### src/rtl/post_adder_acc.sv
`default_nettype none
// ----------------------------------------------------------------------------
// post_adder_acc : DSP48A1-style post-adder/subtractor and P accumulator
// Rev 1.0
// ----------------------------------------------------------------------------
module post_adder_acc #(
  parameter int    MREG        = 1,
  parameter int    CREG        = 1,
  parameter int    OPMODEREG   = 1,
  parameter int    CARRYINREG  = 1,
  parameter int    PREG        = 1,
  parameter int    CARRYOUTREG = 1,
  parameter string CARRYINSEL  = "OPMODE5"
) (
  input  logic        clk,
  input  logic        rst,
  input  logic        ce_m,
  input  logic        ce_c,
  input  logic        ce_opmode,
  input  logic        ce_carryin,
  input  logic        ce_p,
  input  logic [35:0] m,
  input  logic [47:0] c,
  input  logic [47:0] dab,
  input  logic [47:0] pcin,
  input  logic        carryin,
  input  logic [7:0]  opmode,
  output logic [47:0] p,
  output logic [47:0] pcout,
  output logic        carryout,
  output logic        carryoutf
);

  localparam bit CIN_FROM_PORT = (CARRYINSEL == "CARRYIN");

  logic [35:0] m_r;
  logic [47:0] c_r;
  logic [7:0]  opmode_r;
  logic        cin_d;
  logic        cin_r;
  logic [47:0] x_mux;
  logic [47:0] z_mux;
  logic [48:0] res;
  logic [47:0] p_d;
  logic [47:0] p_q;
  logic        carryout_d;

  // Carry-in is chosen from the un-registered opmode so it stays aligned with opmode_r.
  assign cin_d = CIN_FROM_PORT ? carryin : opmode[5];

  generate
    if (MREG != 0) begin : g_mreg
      logic [35:0] m_q;
      always_ff @(posedge clk or posedge rst) begin
        if (rst)       m_q <= '0;
        else if (ce_m) m_q <= m;
      end
      assign m_r = m_q;
    end else begin : g_mwire
      assign m_r = m;
    end

    if (CREG != 0) begin : g_creg
      logic [47:0] c_q;
      always_ff @(posedge clk or posedge rst) begin
        if (rst)       c_q <= '0;
        else if (ce_c) c_q <= c;
      end
      assign c_r = c_q;
    end else begin : g_cwire
      assign c_r = c;
    end

    if (OPMODEREG != 0) begin : g_opreg
      logic [7:0] opmode_q;
      always_ff @(posedge clk or posedge rst) begin
        if (rst)            opmode_q <= '0;
        else if (ce_opmode) opmode_q <= opmode;
      end
      assign opmode_r = opmode_q;
    end else begin : g_opwire
      assign opmode_r = opmode;
    end

    if (CARRYINREG != 0) begin : g_cinreg
      logic cin_q;
      always_ff @(posedge clk or posedge rst) begin
        if (rst)             cin_q <= 1'b0;
        else if (ce_carryin) cin_q <= cin_d;
      end
      assign cin_r = cin_q;
    end else begin : g_cinwire
      assign cin_r = cin_d;
    end
  endgenerate

  always_comb begin
    x_mux = '0;
    z_mux = '0;
    case (opmode_r[1:0])
      2'd0:    x_mux = '0;
      2'd1:    x_mux = {12'd0, m_r};
      2'd2:    x_mux = p_q;
      default: x_mux = dab;
    endcase
    case (opmode_r[3:2])
      2'd0:    z_mux = '0;
      2'd1:    z_mux = pcin;
      2'd2:    z_mux = p_q;
      default: z_mux = c_r;
    endcase
    // Subtract borrow shows up as res[48]=1 from the 49-bit modular difference.
    if (opmode_r[7]) res = {1'b0, z_mux} - ({1'b0, x_mux} + {48'd0, cin_r});
    else             res = {1'b0, z_mux} + {1'b0, x_mux} + {48'd0, cin_r};
  end

  assign p_d        = res[47:0];
  assign carryout_d = res[48];

  // The P register always exists so feedback never comes from the combinational result.
  always_ff @(posedge clk or posedge rst) begin
    if (rst)       p_q <= '0;
    else if (ce_p) p_q <= p_d;
  end

  generate
    if (CARRYOUTREG != 0) begin : g_coreg
      logic carryout_q;
      always_ff @(posedge clk or posedge rst) begin
        if (rst)       carryout_q <= 1'b0;
        else if (ce_p) carryout_q <= carryout_d;
      end
      assign carryout = carryout_q;
    end else begin : g_cowire
      assign carryout = carryout_d;
    end
  endgenerate

  assign p         = (PREG != 0) ? p_q : p_d;
  assign pcout     = p;
  assign carryoutf = carryout;

  logic unused_bits;
  assign unused_bits = &{1'b0, opmode_r[6], opmode_r[4], opmode[5], carryin};

endmodule
`default_nettype wire

### config.mk
export PLATFORM = sky130hd
export DESIGN_NAME = post_adder_acc
export DESIGN_NICKNAME = d
export VERILOG_FILES = /design/src/rtl/post_adder_acc.sv
export SDC_FILE = /design/constraint.sdc
export NUM_CORES = 1
export LEC_CHECK = 0
export CORE_ASPECT_RATIO = 0.75
export CORE_MARGIN = 5
export CORE_UTILIZATION = 49
export CTS_BUF_LIST = sky130_fd_sc_hd__clkbuf_4 sky130_fd_sc_hd__clkbuf_8
export DETAILED_ROUTE_END_ITERATION = 16
export GPL_ROUTABILITY_DRIVEN = 1
export PLACE_DENSITY = 0.77
export SETUP_SLACK_MARGIN = 0.2
export SLEW_MARGIN = 20
export SYNTH_ARGS = -nofsm -noshare
export SYNTH_HDL_FRONTEND = slang
export SYNTH_SLANG_ARGS = --single-unit
### constraint.sdc
create_clock -name clk -period 4.7 [get_ports clk]
set_input_delay 0.705 -clock clk [delete_from_list [all_inputs] [get_ports clk]]
set_output_delay 0.705 -clock clk [all_outputs]
set_load 0.01 [all_outputs]
==> out/qor.txt, run 1 <==
post-synthesis sequential area ratio = 0.2489
fraction of synthesized cell area in xor and xnor cells = 0.05328
TritonCTS Buffers = 17
CP endpoint kind = flop
Worst-Skew Late Latency = 0.49 ns
DRC violation total after the first TritonRoute iteration = 974
layout cells sized above 1 = 0.2091
main combinational cell family by area after synthesis = compound AO/OA/AOI/OAI gates
root buffer cell = clkbuf_8
Starting Density = 0.4981
PnR worst setup slack = 0.1424 ns
VDD IR max = 0.2696 mV
multiplexer share of the synthesized area = 0.1501
# diodes = 0
Worst Path Max Fanout = 3
warnings from Yosys = 0
Synth Area in Compound Gates = 0.2335
# DRC = 0
max incr delay on CP = 0.45 ns
gpl congestion = 0.9674
worst r2r src = g_opreg.opmode_q[1]
CP Launch Type = flop
CTS tree = done
pre-CTS setup slack = -0.5801 ns
worst hold path class = flop to flop
Row Count = 53
Main synth FF type = dfrtp_1
syn_area_per_cell = 8.922 um^2
DIE WIDTH = 205.0 um
vias post-DR = 13.27k
setup_tns = 0 ns
GRT overflow = 0
Worst Tran Pin Value = 1.004 ns
WL per Instance = 20.96 um
Min Hold Slack = 0.5085 ns
clock sinks = 139
Clk pin slew, worst setup/hold paths = 0.09 ns
final worst-path cycle share = 0.9697
Post-Syn Area = 13970 um^2
routed wire length = 47870 um
simple-gate share of the synthesized area = 0.1046
fin. max-slew vios = 0
vias in the first global route = 13.45k
post-DP HPWL = 35860 um
filler cell count = 2358
post-route cell area = 18440 um^2
deepest clock path buffer count = 2
Synth Register Bits = 139
Final Hold Viols = 0
normalized max-slew margin = 0.3307
Final #Nets = 2224
Synth Area in Adders = 0.1290
Unique masters post-synth = 76
skew final = 0.01579 ns
GRT Resource Usage Total = 0.2920
DP Area = 17730 um^2
# setup viols final = 0
Worst EP arrival = 4.93 ns
Lkg Pwr = 8.307 nW
CP Launch Point = g_opreg.opmode_q[1]
max cap viols = 0
largest net degree at the start of global routing = 87
RSZ-0062 raised after global routing = yes
Post-DRT Antenna Nets = 0
drt via density = 5.810
die height = 156.2 um
Layout area overhead = 31.99%
Die ar. = 32030 um^2
WS Path Type = flop to flop
fmax = 219.4 MHz
crit-path cells = mux2_4 -> a22oi_2 -> xor2_1 -> ha_2 -> a221oi_4 -> nor2_2 -> fa_2 -> a21o_1 -> a221oi_2 -> nor3b_2 -> o41a_1 -> o2111ai_2 -> buf_4 -> and3_4 -> o211ai_1 -> a311o_1 -> a211o_1 -> o221a_2
Util after Layout = 0.6574
Ports = 294
Async S/R FF share, synth = 1.000
# hold bufs at CTS = 0
Mapped Nets = 1904
Placeable Area = 28050 um^2
cells after synthesis = 1566
first-pass GRT wire length = 74630 um
Hold Startpoint = g_mreg.m_q[21]
IO buf count = 290
outcome = finished, final reports clean
initial antenna violation count = 0
Critical Path RT = 5.07 ns
PD cells = 601.1 nW/um^2
Tmin final = 4.558 ns
H-tree depth = 4
1st-pass router iterations = 5
number of flops mapped to enable cells by yosys = 0
Critical-path top delay cell = dfrtp_2
-- timing repair --
action,CTS,global route
endpoints found under the hold margin,0,0
cloned,1,1
setup buffers,4,2
endpoints found under the setup margin,5,21
pin swaps,13,17
resized for setup,11,34
-- Yosys cell counts (all sizes together), types with 16 or more instances --
cell | number | area (um^2)
o21ai | 58 | 297.8
nand4 | 16 | 100.1
a31oi | 19 | 125.1
and3 | 16 | 100.1
nor2b | 26 | 162.7
inv | 119 | 446.7
ha | 140 | 1752
buf | 64 | 435.4
a21oi | 125 | 636.9
nand2b | 22 | 137.6
a22o | 82 | 718.2
mux2 | 169 | 1907
xnor2 | 48 | 420.4
nor2 | 88 | 330.3
a21o | 67 | 503.0
nand3 | 19 | 95.09
dfrtp | 139 | 3478
clkbuf | 65 | 244.0
mux2i | 19 | 190.2
o221ai | 18 | 157.7
nand2 | 73 | 274.0
xor2 | 37 | 324.1
o21bai | 21 | 157.7
-- logic make-up (layout without fill, tap and decap cells) --
group / Yosys count / in the layout
AOI/OAI and AO/OA: 463 / 463
and+or+nand+nor: 300 / 300
buffers and inverters: 248 / 581
muxes: 188 / 188
adders and majority gates: 143 / 143
DFF: 139 / 139
xor gates and xnor gates: 85 / 85
-- worst max-delay path: cells and delay by family (launching register included) --
kind                     cells  cell delay, ns
AO/OA/AOI/OAI               10            2.44
adder cells (fa/ha/maj)      2            0.57
buffers and inverters        1            0.17
XOR/XNOR                     1            0.12
flip-flops                   1            0.45
multiplexers                 1            0.32
AND/OR/NAND/NOR              3            0.37
-- placed cells by master (no fill, tap or decap), types with 73 or more instances in the layout --
master             n
clkdlybuf4s50_1  285
nor2_1            87
buf_4            133
nand2_1           73
a22o_1            82
dfrtp_1          134
mux2_2           167
ha_1             136
a21oi_1          120
inv_1            117
-- area by class of cell --
cell class              count  area, um^2  share of cell area
flip-flops and latches    139        3485              0.1890
inverters                 119       451.7             0.02449
well taps                 385       481.7             0.02612
repair buffers            430        4031              0.2186
clock buffers              18       247.7             0.01343
multi-input cells        1179        9562              0.5185
clock inverters            14       182.7            0.009906
-- worst paths after layout --
check                           slack (ns)             end  cells after the start
worst min register to register        0.51  g_mreg.m_q[21]                      1
worst min-delay path                  0.51  g_mreg.m_q[21]                      1
worst max-delay path                  0.14        carryout                     18
worst max register to register        0.14        carryout                     18
min in group asynchronous             0.75  g_mreg.m_q[18]                      2
max in group asynchronous             3.13           p[38]                      3
-- per-stage QoR --
stage          power [mW]  instances
2_1_floorplan       6.721       1566
3_3_place_gp        9.467       2244
3_5_place_dp        9.550       2244
4_1_cts             10.79       2281
5_1_grt             11.85       2284
6_report            11.09       2284
-- sequential cells by signal, summed over array words and instances, names as in the netlist --
name / cells
p: 48
c_r: 48
g_mreg.m_q: 36
g_opreg.opmode_q: 5
carryout: 1
cin_r: 1
-- metal layers --
metal	part of all wire	routed length, um	track usage
met5	0	0	0
met4	0.013	606	0.05419
met3	0.076	3630	0.04806
met2	0.42	20260	0.4406
met1	0.49	23370	0.4450
-- report_power, final --
group	switching, mW	leakage, nW	internal [mW]
Clock	0.591	0.201	0.549
Combinational	4.17	6.49	3.92
Sequential	0.372	1.62	1.48
Total	5.13	8.31	5.95
No activity file was read; power rests on OpenSTA's default activity.
==> run 2: changes to the inputs <==
Settings changed: CORE_MARGIN 5 to not set, MAX_ROUTING_LAYER set to met4.
==> out/qor.txt, run 2 (synthesis results as in run 1) <==
vias in the first global route = 12.83k
P_int = 5.905 mW
skew final = 0.01823 ns
Starting Density = 0.4981
drt via density = 5.771
fmax = 222.7 MHz
RSZ-0062 raised after global routing = yes
vias post-DR = 13.26k
crit-path cells = clkdlybuf4s50_1 -> a22oi_2 -> xor2_1 -> ha_2 -> a221oi_4 -> buf_4 -> buf_6 -> buf_6 -> buf_6 -> buf_6 -> buf_6 -> buf_6 -> buf_6 -> buf_6 -> nor3_2 -> buf_4 -> o22ai_4 -> o21ai_4 -> o41ai_4 -> o211ai_2 -> a311oi_2 -> mux2i_1 -> o221ai_1
1st-pass router iterations = 5
Worst R2R End = p[47]
Final Hold Viols = 0
switching power = 5.114 mW
most frequent cells in the layout = 286 x clkdlybuf4s50_1, 166 x mux2_2, 139 x ha_1, 136 x buf_4, 135 x dfrtp_1
pre-CTS setup slack = -0.6117 ns
# setup viols final = 0
Clock power frac = 0.086
CP endpoint kind = flop
# DRC = 0
cell depth of the worst setup path = 23
final worst-path cycle share = 0.9552
fin. max-slew vios = 0
normalized max-slew margin = 0.3042
Die ar. = 29200 um^2
Worst-Skew Late Latency = 0.50 ns
root buffer cell = clkbuf_8
Most common cell on crit path = buf_6
CP Launch Type = primary input
Critical-path top delay cell = clkdlybuf4s50_1
deepest clock path buffer count = 2
die height = 148.2 um
initial antenna violation count = 0
TritonCTS Buffers = 17
Worst Setup EP = p[47]
post-DP HPWL = 34760 um
Final #Nets = 2238
Worst Tran Pin Value = 1.044 ns
GRT overflow = 0
Post-DRT Antenna Nets = 0
Placeable Area = 28050 um^2
sw frac = 0.4641
CP delay by family, top = compound AO/OA/AOI/OAI gates
worst hold path class = flop to flop
Lkg Pwr = 8.364 nW
Ports = 294
outcome = finished, final reports clean
H-tree depth = 4
clock sinks = 139
Layout area overhead = 33.16%
IO buf count = 290
largest net degree at the start of global routing = 78
gpl congestion = 0.9526
# diodes = 0
Util after Layout = 0.6633
CP Launch Point = pcin[0]
DRC violation total after the first TritonRoute iteration = 1056
Worst EP arrival = 4.82 ns
Worst Path Max Fanout = 5
DIE WIDTH = 197.0 um
PnR worst setup slack = 0.2106 ns
Cells after DPL = 2238
Critical Path RT = 5.03 ns
Reg2Reg Depth = 23
Tmin final = 4.489 ns
Row Count = 53
Logic pwr share = 0.746
GRT Resource Usage Total = 0.3228
layout cells sized above 1 = 0.2196
Buffers & Inverters on Critical Path = 11
PD cells = 592.2 nW/um^2
setup slack, reg-to-reg = 0.25 ns
WS Path Type = primary input to flop
VDD IR max = 0.2912 mV
most common cell after layout, fill and taps aside = clkdlybuf4s50_1
routed wire length = 46960 um
first-pass GRT wire length = 71610 um
worst r2r src = g_opreg.opmode_q[1]
area occupied by multi-input gates = 9647 um^2
non-filler cells, final = 2298
filler cell count = 2344
Clk pin slew, worst setup/hold paths = 0.08 ns
sequential share of power = 0.168
max cap viols = 0
CTS tree = done
register area = 3483 um^2
max incr delay on CP = 0.61 ns
WL per Instance = 20.44 um
==> run 2: cell count changes in the layout (fill, tap and decap cells not counted), sizes merged <==
cell	delta
clkdlybuf4s50	+1
clkinv	+4
bufinv	-3
clkbuf	+3
buf	+14
dlymetal6s2s	-1
clkinvlp	-2
inv	-1
bufbuf	-1
==> run 2: timing repair <==
item / in CTS / in global routing
pin swaps: 15 / 30
endpoints found under the setup margin: 6 / 34
hold buffers: 0 / 0
buffers inserted: 13 / 13
resized for setup: 12 / 57
endpoints found under the hold margin: 0 / 0
cloned: 0 / 2
==> run 2: power by group through the flow <==
stage / sequential (mW) / clock, mW / combinational, mW
3_5_place_dp: 1.86 / 0 / 7.67
3_3_place_gp: 1.85 / 0 / 7.64
6_report: 1.85 / 0.949 / 8.21
4_1_cts: 1.85 / 0.972 / 7.79
2_1_floorplan: 1.84 / 0 / 4.88
5_1_grt: 1.90 / 1.03 / 8.91
==> run 2: area by class of cell <==
cell class | count | share of cell area
tap | 385 | 0.02589
inverter | 119 | 0.02428
timing repair buffer | 444 | 0.2252
sequential | 139 | 0.1872
clock inverter | 12 | 0.004842
multi-input combinational | 1179 | 0.5185
clock buffer | 20 | 0.01412
==> run 2: how the worst min path moves through the flow <==
stage | slack, ns | end | cells past startpoint | start
final | 0.50 | c_r[45] | 1 | c_r[45]
after global routing | 0.52 | g_mreg.m_q[10] | 1 | g_mreg.m_q[10]
after CTS | 0.51 | c_r[6] | 1 | c_r[6]
after detailed placement | 0.49 | c_r[27] | 1 | c_r[27]
after global placement | 0.48 | g_mreg.m_q[11] | 1 | g_mreg.m_q[11]
after floorplan | 0.47 | c_r[0] | 1 | c_r[0]
==> run 2: worst register-to-register path: stages (launching register included) <==
cell	delay, ns
dfrtp_2	0.46
mux2_4	0.33
a22oi_2	0.23
xor2_1	0.10
ha_2	0.21
a221oi_4	0.21
buf_4	0.16
buf_6	0.08
buf_6	0.08
buf_6	0.08
buf_6	0.09
buf_6	0.08
buf_6	0.08
buf_6	0.08
buf_6	0.08
nor3_2	0.03
buf_4	0.16
o22ai_4	0.17
o21ai_4	0.13
o41ai_4	0.60
o211ai_2	0.18
a311oi_2	0.34
mux2i_1	0.22
o221ai_1	0.12
==> run 2: metrics by stage <==
stage	instance area (um^2)	setup TNS, ns	power [mW]	hold slack [ns]
3_5_place_dp	17690	-5.445	9.536	0.4904
3_3_place_gp	17690	-3.312	9.492	0.4844
5_1_grt	18610	0	11.83	0.5210
4_1_cts	18180	0	10.61	0.5105
2_1_floorplan	13980	0	6.721	0.4750
6_report	18610	0	11.02	0.5041
==> run 2: per-layer routing <==
| metal | GRT usage | part of all wire |
|---|---|---|
| met2 | 0.4583 | 0.42 |
| met1 | 0.4785 | 0.49 |
| met3 | 0.05646 | 0.081 |
| met5 | - | 0 |
| met4 | 0.05736 | 0.011 |
